==> src/rtl/sdram_port_arbiter_pkg.sv <==
// Shared constants for the two-master SDRAM port arbiter: grant encoding,
// master ids carried in the read tag FIFO and the fixed Avalon burst size.
package sdram_arb_pkg;

  localparam logic [1:0] GRANT_NONE = 2'd0;
  localparam logic [1:0] GRANT_M0   = 2'd1;
  localparam logic [1:0] GRANT_M1   = 2'd2;

  localparam logic MID_M0 = 1'b0;
  localparam logic MID_M1 = 1'b1;

  localparam logic [7:0] BURSTCOUNT_ONE = 8'h01;
  localparam logic [7:0] M0_BYTEENABLE  = 8'hFF;

endpackage

==> src/rtl/sdram_port_arbiter_if.sv <==
// Connection between the arbiter and its read tag FIFO.
// Handshake: push/pop are single-cycle strobes; the FIFO drops a push when full
// (unless a pop happens in the same cycle) and drops a pop when empty.
interface sdram_port_arbiter_if #(
  parameter int PENDING_LOG2 = 6
);
  logic                  push;
  logic                  push_id;
  logic                  pop;
  logic                  head;
  logic                  full;
  logic                  empty;
  logic [PENDING_LOG2:0] count;

  modport master (output push, push_id, pop, input head, full, empty, count);
  modport slave  (input push, push_id, pop, output head, full, empty, count);
endinterface

==> src/rtl/sdram_port_arbiter_read_tag_fifo.sv <==
// Register-based FIFO of 1-bit master ids, one entry per outstanding SDRAM read.
module read_tag_fifo #(
  parameter int MAX_PENDING  = 64,
  parameter int PENDING_LOG2 = 6
) (
  input  logic                 clock,
  input  logic                 reset_n,
  sdram_port_arbiter_if.slave  tag
);

  logic [MAX_PENDING-1:0]  mem_q;
  logic [PENDING_LOG2-1:0] wr_ptr_q, wr_ptr_d;
  logic [PENDING_LOG2-1:0] rd_ptr_q, rd_ptr_d;
  logic [PENDING_LOG2:0]   count_q, count_d;
  logic                    do_push, do_pop;

  assign tag.full  = (count_q == (PENDING_LOG2+1)'(MAX_PENDING));
  assign tag.empty = (count_q == '0);
  assign tag.count = count_q;
  assign tag.head  = mem_q[rd_ptr_q];

  // A full FIFO still takes a push when the head leaves in the same cycle.
  assign do_pop  = tag.pop & ~tag.empty;
  assign do_push = tag.push & (~tag.full | do_pop);

  always_comb begin
    wr_ptr_d = wr_ptr_q;
    rd_ptr_d = rd_ptr_q;
    count_d  = count_q;
    if (do_push) wr_ptr_d = wr_ptr_q + 1'b1;
    if (do_pop)  rd_ptr_d = rd_ptr_q + 1'b1;
    unique case ({do_push, do_pop})
      2'b10:   count_d = count_q + (PENDING_LOG2+1)'(1);
      2'b01:   count_d = count_q - (PENDING_LOG2+1)'(1);
      default: count_d = count_q;
    endcase
  end

  always_ff @(posedge clock or negedge reset_n) begin
    if (!reset_n) begin
      wr_ptr_q <= '0;
      rd_ptr_q <= '0;
      count_q  <= '0;
    end else begin
      wr_ptr_q <= wr_ptr_d;
      rd_ptr_q <= rd_ptr_d;
      count_q  <= count_d;
    end
  end

  always_ff @(posedge clock) begin
    if (do_push) mem_q[wr_ptr_q] <= tag.push_id;
  end

endmodule

==> src/rtl/sdram_port_arbiter.sv <==
// Shares one 64-bit Avalon-MM SDRAM port between the scan-out reader (m0, priority)
// and the rasterizer (m1), with an m1 anti-starvation limit and in-order read return.
module sdram_port_arbiter
  import sdram_arb_pkg::*;
#(
  parameter int MAX_PENDING  = 64,
  parameter int PENDING_LOG2 = 6,
  parameter int M0_RUN_LIMIT = 32
) (
  input  logic                  clock,
  input  logic                  reset_n,
  input  logic [28:0]           m0_address,
  input  logic                  m0_read,
  output logic                  m0_waitrequest,
  output logic [63:0]           m0_readdata,
  output logic                  m0_readdatavalid,
  input  logic [28:0]           m1_address,
  input  logic                  m1_read,
  input  logic                  m1_write,
  input  logic [63:0]           m1_writedata,
  input  logic [7:0]            m1_byteenable,
  output logic                  m1_waitrequest,
  output logic [63:0]           m1_readdata,
  output logic                  m1_readdatavalid,
  output logic [28:0]           address,
  output logic [7:0]            burstcount,
  output logic                  read,
  output logic                  write,
  output logic [63:0]           writedata,
  output logic [7:0]            byteenable,
  input  logic                  waitrequest,
  input  logic [63:0]           readdata,
  input  logic                  readdatavalid,
  output logic [PENDING_LOG2:0] pending_reads
);

  localparam int RUN_W = $clog2(M0_RUN_LIMIT + 1);

  logic [1:0]       grant_q, grant_d;
  logic             locked_q, locked_d;
  logic [RUN_W-1:0] run_q, run_d;
  logic             m0_req, m1_req, run_at_limit;
  logic             cmd_read, cmd_write, tag_full_block, accept, rvalid_ok;

  sdram_port_arbiter_if #(.PENDING_LOG2(PENDING_LOG2)) tag_if ();

  read_tag_fifo #(
    .MAX_PENDING  (MAX_PENDING),
    .PENDING_LOG2 (PENDING_LOG2)
  ) u_tag_fifo (
    .clock   (clock),
    .reset_n (reset_n),
    .tag     (tag_if.slave)
  );

  assign m0_req       = m0_read;
  assign m1_req       = m1_read | m1_write;
  assign run_at_limit = (run_q == RUN_W'(M0_RUN_LIMIT));

  // Grant is decided combinationally each cycle unless a stalled command pins it.
  always_comb begin
    grant_d = GRANT_NONE;
    if (locked_q)                              grant_d = grant_q;
    else if (m1_req && (!m0_req || run_at_limit)) grant_d = GRANT_M1;
    else if (m0_req)                           grant_d = GRANT_M0;
    else if (m1_req)                           grant_d = GRANT_M1;
  end

  always_comb begin
    cmd_read   = 1'b0;
    cmd_write  = 1'b0;
    address    = '0;
    writedata  = '0;
    byteenable = '0;
    unique case (grant_d)
      GRANT_M0: begin
        cmd_read   = m0_read;
        address    = m0_address;
        byteenable = M0_BYTEENABLE;
      end
      GRANT_M1: begin
        cmd_write  = m1_write;
        cmd_read   = m1_read & ~m1_write;
        address    = m1_address;
        writedata  = m1_writedata;
        byteenable = m1_byteenable;
      end
      default: ;
    endcase
  end

  // A full tag FIFO holds back reads, except when a return frees a slot this cycle.
  assign tag_full_block = cmd_read & tag_if.full & ~readdatavalid;
  assign read           = cmd_read & ~tag_full_block;
  assign write          = cmd_write;
  assign burstcount     = BURSTCOUNT_ONE;
  assign accept         = (read | write) & ~waitrequest;
  assign locked_d       = (read | write) & waitrequest;

  assign m0_waitrequest = ~((grant_d == GRANT_M0) & accept);
  assign m1_waitrequest = ~((grant_d == GRANT_M1) & accept);

  assign tag_if.push    = read & ~waitrequest;
  assign tag_if.push_id = (grant_d == GRANT_M1) ? MID_M1 : MID_M0;
  assign tag_if.pop     = readdatavalid;
  assign rvalid_ok      = readdatavalid & ~tag_if.empty;

  assign m0_readdata      = readdata;
  assign m1_readdata      = readdata;
  assign m0_readdatavalid = rvalid_ok & (tag_if.head == MID_M0);
  assign m1_readdatavalid = rvalid_ok & (tag_if.head == MID_M1);
  assign pending_reads    = tag_if.count;

  always_comb begin
    run_d = run_q;
    if (!m1_req || (accept && grant_d == GRANT_M1)) run_d = '0;
    else if (accept && grant_d == GRANT_M0 && !run_at_limit) run_d = run_q + 1'b1;
  end

  always_ff @(posedge clock or negedge reset_n) begin
    if (!reset_n) begin
      grant_q  <= GRANT_NONE;
      locked_q <= 1'b0;
      run_q    <= '0;
    end else begin
      grant_q  <= grant_d;
      locked_q <= locked_d;
      run_q    <= run_d;
    end
  end

  a_m1_rw_exclusive : assert property (@(posedge clock) disable iff (!reset_n)
    !(m1_read && m1_write))
    else $error("m1_read and m1_write asserted together");

  a_rvalid_has_tag : assert property (@(posedge clock) disable iff (!reset_n)
    !(readdatavalid && tag_if.empty))
    else $warning("readdatavalid with no outstanding read; response dropped");

endmodule
==> config.mk <==
export PLATFORM = sky130hd
export DESIGN_NAME = sdram_port_arbiter
export DESIGN_NICKNAME = d
export VERILOG_FILES = /design/src/rtl/sdram_port_arbiter_pkg.sv /design/src/rtl/sdram_port_arbiter_if.sv /design/src/rtl/sdram_port_arbiter_read_tag_fifo.sv /design/src/rtl/sdram_port_arbiter.sv
export SDC_FILE = /design/constraint.sdc
export NUM_CORES = 1
export LEC_CHECK = 0
export BUFFER_PORTS_ARGS = -buffer_cell sky130_fd_sc_hd__clkbuf_2
export CORE_AREA = 4 4 174 176
export CTS_CLUSTER_SIZE = 28
export DETAILED_ROUTE_END_ITERATION = 8
export DIE_AREA = 0 0 178 180
export GPL_TIMING_DRIVEN = 0
export PLACE_DENSITY = 0.58
export SLEW_MARGIN = 20
export SYNTH_ARGS = -nofsm -noshare
export SYNTH_HDL_FRONTEND = slang
export SYNTH_SLANG_ARGS = --single-unit
==> constraint.sdc <==
create_clock -name clock -period 4.4 [get_ports clock]
set_input_delay 0 -clock clock [delete_from_list [all_inputs] [get_ports clock]]
set_output_delay 0 -clock clock [all_outputs]
set_load 0.03 [all_outputs]
After elaboration in Yosys (flattened, before gate mapping)
Index checks and enable logic that the tools add are counted.
{"block": "classes", "order_cmp": 3, "reduce_logical": 13, "add_sub_neg": 5, "bitwise_logic": 25, "n_mux": 18, "n_eq_ne": 6}
{"op": "$bwmux 64", "n": 1}
{"op": "$mux 64", "n": 1}
{"op": "$pmux 29 s2", "n": 1}
{"op": "$add 6x1->6 const B", "n": 3}
{"op": "$pmux 8 s2", "n": 1}
{"op": "$lt 6x7->1 const B", "n": 2}
{"op": "$pmux 7 s2", "n": 1}
{"op": "$and 1x1->1", "n": 13}
{"op": "$mux 6", "n": 2}
{"op": "$not 1->1", "n": 9}
{"op": "$mux 2", "n": 4}
{"op": "$add 7x1->7 const B", "n": 1}
{"op": "$eq 7x7->1 const B", "n": 1}
{"op": "$logic_not 7->1", "n": 1}
{"op": "$sub 7x1->7 const B", "n": 1}
{"op": "$bmux 1 s6", "n": 1}
{"op": "$demux 1 s6", "n": 1}
{"op": "$eq 6x6->1 const B", "n": 1}
{"op": "$ge 6x1->1 const B", "n": 1}
{"op": "$logic_and 1x1->1", "n": 5}
{"op": "$eq 2x1->1 const B", "n": 2}
{"op": "$eq 2x2->1 const B", "n": 2}
{"op": "$mux 1", "n": 4}
{"op": "$reduce_bool 2->1", "n": 2}
{"op": "4 further kinds", "n": 9}
{"block": "word_totals", "input_bits": 201, "regBits": 92, "output_inout_bits": 250, "wordCells": 77}

Depth between registers and ports, before layout
{"block": "logic_depth", "depth_word": 17, "ltp_mapped": 22, "mapped_depth_nobuf": 20}

Hierarchy
From an unflattened synthesis, not the netlist that was laid out.
{"block": "unflattened", "cells_unflattened": 664, "hier_area_um2": 6456.2}
{"mod": "read_tag_fifo", "area_each_um2": 3946.3, "seq_area_each_um2": 2397.3, "instances": 1, "cells_per_inst": 301}
{"mod": "sdram_port_arbiter", "area_each_um2": 2509.9, "seq_area_each_um2": 225.2, "instances": 1, "cells_per_inst": 363}

Worst setup path before layout
No wires, ideal clock.
{"block": "synth_timing", "path_kind": "register to register", "startpoint": "register run_q[2]", "endpoint": "register u_tag_fifo.count_q[4] (netlist: u_tag_fifo.tag.count[4])", "setup_slack_ps": -249, "setup_ps": 81, "synth_period_minus_slack_ps": 4649, "arrival_time_ps": 4568, "required_ps": 4319, "path_stages_with_launch": 20, "path_buffers": 2, "cell_sequence": "dfrtp_1 nor3_1 nand3_1 a211oi_1 a21o_1 ha_1 nand3b_1 a21oi_1 and3b_1 buf_2 inv_1 ha_1 clkbuf_1 xor2_1 ha_1 and3_1 o21ai_0 a21oi_1 a211oi_1 xor2_1"}
{"block": "synth_via", "elab_chain_cells": 15, "elab_cells_between_ends": 18, "cone_classes": "eq/ne: 5; mux: 4; bitwise: 6; reduce/logical: 3"}
{"item": "start, declared", "line": "sdram_port_arbiter.sv:41", "rtl": "logic [RUN_W-1:0] run_q, run_d;"}
{"item": "start signal, assigned", "line": "sdram_port_arbiter.sv:128", "rtl": "run_q <= run_d;"}
{"item": "$eq 6x6->1 (*)", "line": "sdram_port_arbiter.sv:58", "rtl": "assign run_at_limit = (run_q == RUN_W'(M0_RUN_LIMIT));"}
{"item": "$logic_or 1x1->1 (*)", "line": "sdram_port_arbiter.sv:64", "rtl": "else if (m1_req && (!m0_req || run_at_limit)) grant_d = GRANT_M1;"}
{"item": "$logic_and 1x1->1 (*)", "line": "sdram_port_arbiter.sv:64"}
{"item": "$mux 2 (*)", "line": "sdram_port_arbiter.sv:64"}
{"item": "$mux 2 (*)", "line": "sdram_port_arbiter.sv:63", "rtl": "if (locked_q) grant_d = grant_q;"}
{"item": "net grant_d[1]", "line": "sdram_port_arbiter.sv:39", "rtl": "logic [1:0] grant_q, grant_d;"}
{"item": "$eq 2x2->1 or $eq 2x1->1 (tied branches)", "line": "sdram_port_arbiter.sv:75", "rtl": "unique case (grant_d)"}
{"item": "$pmux 1 s2 (*)", "line": "sdram_port_arbiter.sv:75"}
{"item": "$and 1x1->1 (2 in a row)", "line": "sdram_port_arbiter.sv:93", "rtl": "assign tag_full_block = cmd_read & tag_if.full & ~readdatavalid;"}
{"item": "$not 1->1", "line": "sdram_port_arbiter.sv:94", "rtl": "assign read = cmd_read & ~tag_full_block;"}
{"item": "$and 1x1->1 (*)", "line": "sdram_port_arbiter.sv:94"}
{"item": "$and 1x1->1 (*)", "line": "sdram_port_arbiter.sv:103", "rtl": "assign tag_if.push = read & ~waitrequest;"}
{"item": "$and 1x1->1 (*)", "line": "sdram_port_arbiter_read_tag_fifo.sv:24", "rtl": "assign do_push = tag.push & (~tag.full | do_pop);"}
{"item": "$eq 2x1->1 or $eq 2x2->1 (tied branches)", "line": "sdram_port_arbiter_read_tag_fifo.sv:32", "rtl": "unique case ({do_push, do_pop})"}
{"item": "$pmux 7 s2 or $reduce_bool 2->1 (tied branches)"}
{"item": "end signal, assigned", "line": "sdram_port_arbiter_read_tag_fifo.sv:47", "rtl": "count_q <= count_d;"}
{"item": "end, declared", "line": "sdram_port_arbiter_read_tag_fifo.sv:14", "rtl": "logic [PENDING_LOG2:0] count_q, count_d;"}
The timed path passes the listed nets; every way through them passes the cells marked *.
A chain may end at the register's enable or synchronous reset.

Worst setup path in the final report
{"block": "layout_timing", "startpoint": "register run_q[0]", "endpoint": "register u_tag_fifo.count_q[4] (netlist: u_tag_fifo.tag.count[4])"}
The elaborated chain is that of the path after synthesis.

==> impl_metrics.tcl <==
set metrics [dict create \
    status "complete, no violations" \
    crit_chain "inv_1, ha_1, nand3_1, o21ai_0, o21a_1, inv_1, ha_4, nand2_1, a21oi_1, and3b_1, buf_2, inv_1, ha_1, buf_2, xor2_1, ha_1, and3_1, o21ai_2, a21oi_1, a211oi_1, xor2_1" \
    ant_nets 0 \
    dpl.cell_count 1429 \
    power.density_mw_per_mm2 398.1 \
    grt_max_degree 36 \
    clk_latency_ns 0.34 \
    cp-end-kind "flip-flop" \
    area_delta_synth_final_pct 44.34 \
    synthArstFlopShare_pct 30.43 \
    vias 5992 \
    cp_slowest_cell "dfrtp_1" \
    yosys_register_bits 92 \
    path_buf_inv 5 \
    synth.yosys.warnings 0 \
    critPathArrivalTime_ns 4.24 \
    wl_per_cell_um 17.00 \
    routabilityCongestion 0.9386 \
    drc 0 \
    yosys.area.top_type "edfxtp_1" \
    clk_path_buf_depth 2 \
    routed.top_layer "met4" \
    drtIter0Drc 214 \
    fin_crit_ns 3.970 \
    dieHeight_um 180 \
    finalHoldViolCount 0 \
    synth-edff-count 64 \
    rows 62 \
    crit_fanout 10 \
    fin_area_mm2 0.009198 \
    cts_num_sinks 92 \
    min_path_cells 3 \
    worst-path-stages 21 \
    final_cell_mix "378 x clkbuf_2, 138 x buf_4, 121 x nor2_1" \
    dp_slack_ns -0.7471 \
    avgSynthCellArea_um2 9.640 \
    drt-total-wl_um 24670 \
    die_x_um 178 \
    slew-limit-headroom_pct 47.00 \
    cts.htree.levels 3 \
    max_stage_delay_ns 0.38 \
    worst_ir_drop_vdd_mv 0.1894 \
    clock.fmax_mhz 251.9 \
    drv_cap 0 \
    crit_required_ns 4.67 \
    reg2reg_from "run_q[0]$_DFFE_PN0P_" \
    via_per_inst 4.130 \
    wl_met3_um 1702 \
    finalNetCount 1271 \
    rsz0062_at_grt "false" \
    holdCritStartpoint "m0_read" \
    ys_types 51 \
    period_share_pct 90.22 \
    holdCritPathClass "input port to flip-flop" \
    antenna_found_initial 2 \
    dpl_cell_area_mm2 0.008770 \
    final_common_cell "clkbuf_2" \
    gr-total-overflow 0 \
    die_area_mm2 0.03204 \
    setup_tns_ns 0 \
    power_w 0.003661 \
    wl_met1_um 9456 \
    dp_hpwl_um 20710 \
    cp_top_family "compound AO/OA/AOI/OAI gates" \
    synth_top_area_share_pct 30.16 \
    synth_flop_cell "edfxtp_1" \
    tritoncts "yes" \
    final-setup-viol-count 0 \
    syn_area_mm2 0.006372 \
    yosysSeqAreaShare_pct 41.15 \
    num_io_pins 451 \
    rr_worst_depth 21 \
    dr_wl_met2_um 12960 \
    clock-root-buffer "clkbuf_16" \
    startpoint "run_q[0]$_DFFE_PN0P_" \
    core_area_mm2 0.02863 \
    layout_setup_ws_ns 0.4303 \
    grt_use_total_pct 14.84 \
    port_buffers 378 \
    worst_pin_slew_ns 0.7950 \
    synthTopCellsByArea "edfxtp_1 30%, buf_4 16%, dfrtp_1 11%" \
    drt_pass1_iterations 4 \
    skew_ns 0.008526 \
    drive_above_1_share_pct 52.25 \
    start_util_pct 22.26 \
    grt_pass1_vias 5987 \
    critPathLaunchType "flip-flop" \
    syn_inst 661 \
    clkTransAtPathRegs_ns 0.07 \
    report.final.slew_viol_count 0 \
    grt_pass1_wl_um 36080 \
    critical_path_class "flip-flop to flip-flop" \
    leakagePower_nw 4.433 \
    final_cells 1451 \
    cts_made_buffers 9 \
]
-- through the flow --
step / hold slack, ns / utilization [%]
floorplan: -0.2956 / -
global placement: 0.1156 / 30.64
detailed placement: 0.1280 / 30.64
CTS: 0.06068 / 32.06
global route: 0.09537 / 32.13
finish: 0.09403 / 32.13
-- worst reg2reg max path: stages (launching register included) --
cell      delay, ns
dfrtp_1        0.38
inv_1          0.07
ha_1           0.19
nand3_1        0.14
o21ai_0        0.10
o21a_1         0.22
inv_1          0.13
ha_4           0.21
nand2_1        0.07
a21oi_1        0.19
and3b_1        0.20
buf_2          0.18
inv_1          0.13
ha_1           0.24
buf_2          0.20
xor2_1         0.16
ha_1           0.23
and3_1         0.21
o21ai_2        0.16
a21oi_1        0.09
a211oi_1       0.25
xor2_1         0.16
-- layout make-up --
cell class | instances | area [um2]
clock buffers | 9 | 225.2
plain buffers | 175 | 1186
clock inverters | 7 | 106.4
repair buffers | 383 | 1958
flip-flops and latches | 92 | 2623
well taps | 384 | 480.5
inverters | 9 | 33.78
diodes | 1 | 2.502
fillers | 3008 | 19430
multi-input cells | 391 | 2582
-- cells in the mapped netlist (2+ instances only) --
cell,instances
o21ai_0,8
nor3_1,6
a211oi_1,2
xnor2_1,17
buf_4,137
and3b_1,2
nand4_1,5
nand3b_1,6
nand2_1,24
mux2i_1,9
a22oi_1,29
mux4_2,6
clkbuf_1,25
inv_1,9
conb_1,2
edfxtp_1,64
and2_1,67
dfrtp_1,28
nand4b_1,3
ha_1,9
a21oi_1,16
buf_1,7
mux4_1,8
buf_2,5
nand3_1,7
o221ai_1,3
and3_1,2
a21o_1,2
nor2_1,121
xor2_1,8
nor2b_1,3
nand2b_1,2
-- power breakdown --
part / internal (W) / leakage (nW) / switching (W)
registers: 0.00102 / 0.942 / 0.0000941
logic: 0.000657 / 3.33 / 0.00103
clock network: 0.000508 / 0.156 / 0.000351
total: 0.00218 / 4.43 / 0.00148
-- logic make-up after synthesis --
family                   count (synthesis)  synth area share [%]
flip-flops                              92                 41.15
AND/OR/NAND/NOR                        255                 19.69
AO/OA/AOI/OAI                           69                 7.461
adder cells (fa/ha/maj)                  9                 1.767
buffers and inverters                  184                 19.12
other                                    2                0.1179
XOR/XNOR                                25                 3.436
multiplexers                            25                 7.245
-- sequential cells by signal, indices dropped and copies added, names as in the netlist --
register	cells
u_tag_fifo.mem_q	64
run_q	6
u_tag_fifo.tag.count	7
u_tag_fifo.wr_ptr_q	6
u_tag_fifo.rd_ptr_q	6
grant_q	2
locked_q	1
-- worst paths after layout --
kind / endpoint / slack, ns
max reg2reg: u_tag_fifo.tag.count[4]$_DFFE_PN0P_ / 0.43
min: grant_q[1]$_DFF_PN0_ / 0.09
min reg2reg: u_tag_fifo.rd_ptr_q[5]$_DFFE_PN0P_ / 0.51
max in group asynchronous: locked_q$_DFF_PN0_ / 3.62
max: u_tag_fifo.tag.count[4]$_DFFE_PN0P_ / 0.43
min in group asynchronous: u_tag_fifo.rd_ptr_q[3]$_DFFE_PN0P_ / 0.27
-- metal layers --
metal	track usage [%]	up-vias
met1	17.84	2827
met2	26.79	229
li1	-	2906
met3	2.563	30
met4	4.486	0
met5	0	-
-- timing repair --
action	in CTS	in global routing
endpoints found under the hold margin	29	0
resized for setup	1	7
hold buffers	2	0
setup buffers	3	0
setup endpoints to repair	6	2
Note: power is estimated with default switching activity, not from simulation.
